## config.mk

```make
export PLATFORM = sky130hd
export DESIGN_NAME = addsub_seq
export DESIGN_NICKNAME = d
export VERILOG_FILES = /design/src/rtl/addsub_pkg.sv /design/src/rtl/addsub_chunk.sv /design/src/rtl/addsub_seq.sv
export SDC_FILE = /design/constraint.sdc
export NUM_CORES = 1
export LEC_CHECK = 0
export CAP_MARGIN = 20
export CORE_AREA = 2 2 66 115
export DETAILED_ROUTE_END_ITERATION = 8
export DIE_AREA = 0 0 68 117
export DONT_BUFFER_PORTS = 1
export MAX_ROUTING_LAYER = met4
export PLACE_DENSITY = 0.63
export SLEW_MARGIN = 10
export SYNTH_ARGS = -nofsm -noshare
export SYNTH_HDL_FRONTEND = slang
export SYNTH_SLANG_ARGS = --single-unit
export TNS_END_PERCENT = 5
```

## constraint.sdc

```tcl
create_clock -name clk -period 5.69 [get_ports clk]
set_clock_uncertainty 0.15 [all_clocks]
set_input_delay 0.569 -clock clk [delete_from_list [all_inputs] [get_ports clk]]
set_output_delay 0.569 -clock clk [all_outputs]
set_load 0.05 [all_outputs]
```

## src/rtl/addsub_pkg.sv

```systemverilog
// Shared types for the multi-cycle add/subtract unit.
package addsub_pkg;
  typedef enum logic [1:0] {OP_ADD = 2'b00, OP_SUB = 2'b01, OP_ADDS = 2'b10, OP_SUBS = 2'b11} op_t;
  typedef enum logic [1:0] {IDLE = 2'b00, RUN = 2'b01, DONE = 2'b10} state_t;
endpackage

```

## src/rtl/addsub_chunk.sv

```systemverilog
// K-bit combinational adder slice; also exposes the carry into its top bit
// so the last slice can produce the signed-overflow flag.
module addsub_chunk #(
  parameter int K = 4
) (
  input  logic [K-1:0] x,
  input  logic [K-1:0] y,
  input  logic         cin,
  output logic [K-1:0] sum,
  output logic         cout,
  output logic         c_msb
);
  logic [K:0] t;

  assign t     = {1'b0, x} + {1'b0, y} + {{K{1'b0}}, cin};
  assign sum   = t[K-1:0];
  assign cout  = t[K];
  assign c_msb = t[K-1] ^ x[K-1] ^ y[K-1];
endmodule

```

## src/rtl/addsub_seq.sv

```systemverilog
// Multi-cycle add/subtract: K bits per cycle, LSB chunk first, with
// carry/overflow/zero/negative flags and optional signed saturation.
module addsub_seq
  import addsub_pkg::*;
#(
  parameter int N = 16,
  parameter int K = 4
) (
  input  logic         clk,
  input  logic         rst,
  input  logic         in_valid,
  output logic         in_ready,
  input  logic [N-1:0] a,
  input  logic [N-1:0] b,
  input  logic [1:0]   op,
  output logic         out_valid,
  input  logic         out_ready,
  output logic [N-1:0] s,
  output logic         cout,
  output logic         ovf,
  output logic         zero,
  output logic         neg
);
  localparam int NC = N / K;
  localparam int CW = (NC > 1) ? $clog2(NC) : 1;

  if (N < 2) begin : g_bad_n
    $error("addsub_seq: N must be >= 2");
  end
  if (N % K != 0) begin : g_bad_k
    $error("addsub_seq: N must be a multiple of K");
  end

  state_t        st;
  logic [N-1:0]  a_sh, b_sh;
  logic          cy, a_msb, sat_en;
  logic [CW-1:0] cnt;
  logic [K-1:0]  ch_sum;
  logic          ch_co, ch_cm;
  logic [N-1:0]  res, sat, fin;
  logic          last, v;

  addsub_chunk #(.K(K)) u_chunk (
    .x     (a_sh[K-1:0]),
    .y     (b_sh[K-1:0]),
    .cin   (cy),
    .sum   (ch_sum),
    .cout  (ch_co),
    .c_msb (ch_cm)
  );

  // Result chunks enter at the top and shift down, so after NC cycles
  // the first chunk sits in the LSBs.
  if (K == N) begin : g_one
    assign res = ch_sum;
  end else begin : g_multi
    logic [N-K-1:0] acc_hi;
    assign res = {ch_sum, acc_hi};
    always_ff @(posedge clk)
      if (st == RUN) acc_hi <= res[N-1:K];
  end

  assign last      = (cnt == CW'(NC - 1));
  assign v         = ch_cm ^ ch_co;
  assign sat       = a_msb ? {1'b1, {(N-1){1'b0}}} : {1'b0, {(N-1){1'b1}}};
  assign fin       = (sat_en && v) ? sat : res;
  assign in_ready  = (st == IDLE);
  assign out_valid = (st == DONE);

  always_ff @(posedge clk) begin
    if (rst) begin
      st     <= IDLE;
      a_sh   <= '0;
      b_sh   <= '0;
      cy     <= 1'b0;
      a_msb  <= 1'b0;
      sat_en <= 1'b0;
      cnt    <= '0;
      s      <= '0;
      cout   <= 1'b0;
      ovf    <= 1'b0;
      zero   <= 1'b0;
      neg    <= 1'b0;
    end else begin
      case (st)
        IDLE: if (in_valid) begin
          a_sh   <= a;
          b_sh   <= b ^ {N{op[0]}};
          cy     <= op[0];
          a_msb  <= a[N-1];
          sat_en <= op[1];
          cnt    <= '0;
          st     <= RUN;
        end
        RUN: begin
          a_sh <= a_sh >> K;
          b_sh <= b_sh >> K;
          cy   <= ch_co;
          cnt  <= cnt + CW'(1);
          if (last) begin
            s    <= fin;
            cout <= ch_co;
            ovf  <= v;
            zero <= (fin == '0);
            neg  <= fin[N-1];
            st   <= DONE;
          end
        end
        DONE: if (out_ready) st <= IDLE;
        default: st <= IDLE;
      endcase
    end
  end
endmodule
```

# [After elaboration in Yosys (flattened, before gate mapping)]
# Cells that the tools add are included.
[op_classes] n_addsub=3 eq_ne=6 mux=14 n_bitwise=4 reduce_logical=8
[op_table] cell="$mux 16" n=4
[op_table] cell="$pmux 16 s2" n=2
[op_table] cell="$logic_not 16->1" n=1
[op_table] cell="$xor 16x16->16" n=1
[op_table] cell="$mux 2" n=4
[op_table] cell="$pmux 2 s3" n=1
[op_table] cell="$reduce_and 2->1" n=3
[op_table] cell="$add 4x4->5" n=1
[op_table] cell="$add 5x1->5" n=1
[op_table] cell="$eq 2x2->1 const B" n=2
[op_table] cell="$ne 2x2->1 const B" n=2
[op_table] cell="$pmux 2 s2" n=1
[op_table] cell="$reduce_and 3->1" n=1
[op_table] cell="$xor 1x1->1" n=3
[op_table] cell="$add 2x1->2 const B" n=1
[op_table] cell="$eq 2x1->1 const B" n=1
[op_table] cell="$logic_not 2->1" n=1
[op_table] cell="$ne 2x1->1 const B" n=1
[op_table] cell="$pmux 1 s2" n=1
[op_table] cell="$reduce_bool 2->1" n=1
[op_table] cell="$logic_and 1x1->1" n=1
[op_table] cell="$mux 1" n=1
[totals] register_bits=71 in_bits=38 output_inout_bits=22 wordCells=48

# [Longest topological paths before layout]
[logic_depth] depth_word=8 ltp_mapped=10 ltp_nobuf=9

# [By module]
# Synthesis repeated with hierarchy kept, for this count alone.
[unflattened] hier_cells=334 hier_area_um2=3161.8
[modules_own_cells] module="addsub_seq" instances=1 cells_each=315 area_each_um2=2984.1 seq_area_each_um2=1521.5
[modules_own_cells] module="addsub_chunk" instances=1 cells_each=19 area_each_um2=177.7 seq_area_each_um2=0.0

# [Worst setup path before layout]
# No wires, ideal clock.
[synth_path] kind="register -> register" from="register a_sh[0]" to="register s[10]" setup_time_ps=81 t_arrival_ps=2292 required_time_ps=5459 path_slack_ps=3167 path_stages_with_launch=11 period_less_slack_ps=2523 cell_sequence="dfxtp_1 > fa_1 > inv_1 > fa_1 > nand2b_1 > a21oi_2 > xnor2_1 > xor2_2 > o31a_4 > buf_6 > a211oi_2"
[synth_between] elab_chain_len=7
[synth_rtl] item="start: declaration" line="addsub_seq.sv:35" source="logic [N-1:0] a_sh, b_sh;"
[synth_rtl] item="start signal: assignment" line="addsub_seq.sv:96" source="a_sh <= a_sh >> K;"
[synth_rtl] item="$add 4x4->5 (*)" line="addsub_chunk.sv:15" source="assign t = {1'b0, x} + {1'b0, y} + {{K{1'b0}}, cin};"
[synth_rtl] item="$add 5x1->5 (*)" line="addsub_chunk.sv:15"
[synth_rtl] item="$xor 1x1->1 (2 in a row)" line="addsub_chunk.sv:18" source="assign c_msb = t[K-1] ^ x[K-1] ^ y[K-1];"
[synth_rtl] item="$xor 1x1->1 (*)" line="addsub_seq.sv:64" source="assign v = ch_cm ^ ch_co;"
[synth_rtl] item="$logic_and 1x1->1 (*)" line="addsub_seq.sv:66" source="assign fin = (sat_en && v) ? sat : res;"
[synth_rtl] item="$mux 16 (*)" line="addsub_seq.sv:66"
[synth_rtl] item="end signal: assignment" line="addsub_seq.sv:101" source="s <= fin;"
[synth_rtl] item="end: declaration" line="addsub_seq.sv:18" source="output logic [N-1:0] s,"
# Every way passes the cells marked *; elsewhere a longest branch is shown, timed or not.
# A chain may end at the register's enable or synchronous reset.

# [Final worst setup path]
[layout_path] from="register a_sh[0]" to="register s[3]"
# Same word-level chain as after synthesis.

==> flow_metrics.env <==
export IMPL_yosys_area_top_type="sky130_fd_sc_hd__dfxtp_1"
export IMPL_place_hpwl_mm=4.41
export IMPL_grt_antenna_before_repair=0
export IMPL_area_growth_from_synthesis_to_layout_pct=10.9
export IMPL_grt_use_met3_pct=4.78
export IMPL_row_count=41
export IMPL_groute_usage_overall_pct=18.1
export IMPL_ys_types=38
export IMPL_num_antenna_cells=0
export IMPL_fill_cells=682
export IMPL_cell_internal_pwr_uw=971
export IMPL_ant_nets=0
export IMPL_vias_per_cell=5.55
export IMPL_report_final_hold_viol_count=0
export IMPL_synth_top_cell_area_share_pct=37.5
export IMPL_weighted_congestion_reported_at_the_end_of_routability_driven_placement=0.751
export IMPL_post_synth_instance_area_mm2=0.00310
export IMPL_min_period_over_period_pct=51.0
export IMPL_critical_path_most_common_cell="sky130_fd_sc_hd__fa_1"
export IMPL_cp_max_fo=19
export IMPL_final_worst_setup_slack_ps=2790
export IMPL_ys_dominant_reg_cell="sky130_fd_sc_hd__dfxtp_1"
export IMPL_postCtsHoldBufs=0
export IMPL_critPathLaunchType="flop"
export IMPL_setup_worst_path_class="flop to flop"
export IMPL_die_y_um=117
export IMPL_grtUsageMet1_pct=21.4
export IMPL_met2_usage_pct=29.1
export IMPL_whs_path_depth=1
export IMPL_grt_setup_unrepaired="no"
export IMPL_floorplan_initialDensity_pct=43.8
export IMPL_synth_yosys_seq_area_share_pct=49.1
export IMPL_required_ps=5740
export IMPL_slowest_stage="sky130_fd_sc_hd__xor2_2"
export IMPL_cp_end_kind="flop"
export IMPL_share_clk_of_total_power_pct=45.1
export IMPL_max_slew_margin_rel_pct=34.0
export IMPL_synthCells=338
export IMPL_maxCapViolCount=0
export IMPL_core_area_mm2=0.00708
export IMPL_seq_area_mm2=0.00152
export IMPL_power_combinational_fraction_pct=11.1
export IMPL_maximum_number_of_pins_on_one_net_before_global_route_repair=62
export IMPL_synth_seq_cells=70
export IMPL_synth_most_common_cell="sky130_fd_sc_hd__nor2_1"
export IMPL_ctsLongestPathBuffers=2
export IMPL_fin_total_pwr_uw=1270
export IMPL_tritoncts_clock_tree="done"
export IMPL_layout_min_cycle_time_ps=2900
export IMPL_vdd_drop_max_v=0.000204
export IMPL_report_final_setup_viol=0
export IMPL_power_sequential_fraction_pct=43.8
export IMPL_place_area_mm2=0.00310
export IMPL_totalNegativeSetupSlack_ps=0
export IMPL_slowest_delay_ps=580
export IMPL_synth_nets=382
export IMPL_switchingPower_uw=304
export IMPL_design_die_area_mm2=0.00796
export IMPL_outcome="finished, final reports clean"
export IMPL_cts_sinks=70
export IMPL_clock_insertion_delay_worst_skew_ps=330
export IMPL_fin_cells=416
export IMPL_ioPinCount=60
export IMPL_overflow=0
export IMPL_synth_edf_count=12
export IMPL_die_boundary_width_um=68
export IMPL_depth_of_the_most_critical_reg_to_reg_path=9
export IMPL_routedWlPerCell_um=15.7
export IMPL_drive_above_1_share_pct=9.70
export IMPL_wire_length_of_the_first_global_routing_pass_mm=10.3
export IMPL_cts_buffers_inserted=9
export IMPL_clock_tree_htree_level_count=3
export IMPL_stdcell_area_mm2=0.00344
export IMPL_ctsResizeCount=0
export IMPL_vias=2307
export IMPL_ordered_list_of_cells_on_the_worst_path="fa_1, inv_1, fa_1, nand2b_1, a21oi_2, xnor2_1, xor2_2, o31a_4, a211oi_2"
export IMPL_clockRootBuffer="sky130_fd_sc_hd__clkbuf_16"
export IMPL_synth_cells_most_frequent="sky130_fd_sc_hd__nor2_1 (60), sky130_fd_sc_hd__dfxtp_1 (58), sky130_fd_sc_hd__nand2_1 (42)"
export IMPL_leakage_uw=0.00120
export IMPL_avg_cell_area_syn_um2=9.17
export IMPL_async_reset_ff_share_pct=0
export IMPL_port_buffer_count=0
export IMPL_tightestPinTransition_ps=987
export IMPL_fraction_of_power_spent_switching_nets_pct=23.8
export IMPL_wl_mm=6.52
export IMPL_multiInputGateArea_mm2=0.00144
export IMPL_power_density_mw_per_mm2=371
export IMPL_cts_clk_slew_worst_paths_ps=50
export IMPL_crit_arrival_ps=2950
export IMPL_number_of_buffers_inserted_by_post_cts_setup_repair=0
export IMPL_place_ws_ps=2750
export IMPL_detailedRoute_firstIterationViolations=210
export IMPL_firstDrtPassIters=4
export IMPL_placedCellCount=399
export IMPL_first_global_vias=2098
export IMPL_hold_path_class="primary input to flop"
export IMPL_drc=0
export IMPL_design_final_nets=369
export IMPL_max_clock_freq_ghz=0.344
export IMPL_slew_viol_final=0
export IMPL_ys_top_cells_by_area="sky130_fd_sc_hd__dfxtp_1 (37%), sky130_fd_sc_hd__edfxtp_1 (12%), sky130_fd_sc_hd__nor2_1 (7.3%), sky130_fd_sc_hd__nand2_1 (5.1%), sky130_fd_sc_hd__xnor2_1 (4.2%)"
export IMPL_global_route_hottest_layer="met2"
export IMPL_ys_warnings=0
-- flip-flops by register name, summed over array words and instances, names as in the netlist --
| register | cells |
|---|---|
| ovf | 1 |
| cy | 1 |
| g_multi.acc_hi | 12 |
| st | 2 |
| cout | 1 |
| b_sh | 16 |
| a_msb | 1 |
| sat_en | 1 |
| s | 16 |
| cnt | 2 |
| zero | 1 |
| a_sh | 16 |
-- through the flow --
stage / util [%] / hold slack, ps
finish: 48.6 / 154
floorplan: - / 287
global placement: 43.8 / 295
CTS: 48.2 / 143
detailed placement: 43.8 / 303
global route: 48.6 / 138
-- cell type report --
| cell class | instances | area share (%) |
|---|---|---|
| flip-flops and latches | 70 | 44.3 |
| multi-input cells | 235 | 41.8 |
| clock buffers | 11 | 6.77 |
| well taps | 86 | 3.13 |
| clock inverters | 5 | 2.15 |
| repair buffers | 3 | 1.24 |
| inverters | 6 | 0.655 |
-- worst paths after layout --
check / end / from / slack (ps)
min reg2reg: a_sh[13] / a_sh[13] / 310
min: s[4] / rst / 150
max: s[3] / a_sh[0] / 2790
max reg2reg: s[3] / a_sh[0] / 2790
-- placed cells by master, fill, tap and decap left out, types with 2 or more instances in the layout --
cell,synthesis,final
sky130_fd_sc_hd__nor2_1,60,60
sky130_fd_sc_hd__dfxtp_1,58,58
sky130_fd_sc_hd__nand2_1,42,42
sky130_fd_sc_hd__o21ai_0,18,18
sky130_fd_sc_hd__a21oi_1,16,16
sky130_fd_sc_hd__xnor2_1,15,15
sky130_fd_sc_hd__a311oi_1,13,13
sky130_fd_sc_hd__a221oi_1,12,12
sky130_fd_sc_hd__edfxtp_1,12,12
sky130_fd_sc_hd__a211oi_2,10,10
sky130_fd_sc_hd__nand3_1,9,9
sky130_fd_sc_hd__clkbuf_16,0,9
sky130_fd_sc_hd__inv_1,5,5
sky130_fd_sc_hd__xor2_1,5,5
sky130_fd_sc_hd__nand2b_1,4,4
sky130_fd_sc_hd__a211oi_1,4,4
sky130_fd_sc_hd__ha_1,4,4
sky130_fd_sc_hd__nor4_1,3,3
sky130_fd_sc_hd__a21oi_2,2,2
sky130_fd_sc_hd__and2_1,2,2
sky130_fd_sc_hd__nor3_1,2,2
sky130_fd_sc_hd__nand3b_1,2,2
sky130_fd_sc_hd__fa_1,2,2
sky130_fd_sc_hd__clkinv_2,0,2
sky130_fd_sc_hd__bufinv_16,0,2
sky130_fd_sc_hd__clkbuf_1,19,2
sky130_fd_sc_hd__buf_4,2,2
-- per-layer routing --
layer | up-vias | routed length, µm
met1 | 1087 | 2580
li1 | 1153 | -
met3 | 8 | 323
met2 | 59 | 3520
met5 | - | 0
met4 | 0 | 94
-- worst max-delay path: cells and delay by family, from the launching register on --
family	cells	cell delay, ps
buffers and inverters	1	60
xor gates and xnor gates	2	800
AOI/OAI and AO/OA	3	640
and+or+nand+nor	1	170
adders and majority gates	2	600
DFF	1	360
-- power groups by stage --
| stage | Sequential (µW) | Clock [µW] | Combinational (µW) |
|---|---|---|---|
| 2_1_floorplan | 562 | 0 | 126 |
| 3_3_place_gp | 568 | 0 | 138 |
| 3_5_place_dp | 568 | 0 | 141 |
| 4_1_cts | 558 | 584 | 142 |
| 5_1_grt | 562 | 606 | 163 |
| 6_report | 558 | 574 | 142 |
-- kinds of logic after synthesis --
| logic type | Yosys count | synth area share [%] |
|---|---|---|
| flops | 70 | 49.1 |
| xor+xnor | 22 | 6.70 |
| fa+ha+maj | 6 | 2.91 |
| buf+inv | 33 | 4.56 |
| compound gates | 79 | 19.5 |
| simple gates | 128 | 17.3 |
No activity file was read; power rests on OpenSTA's default activity.
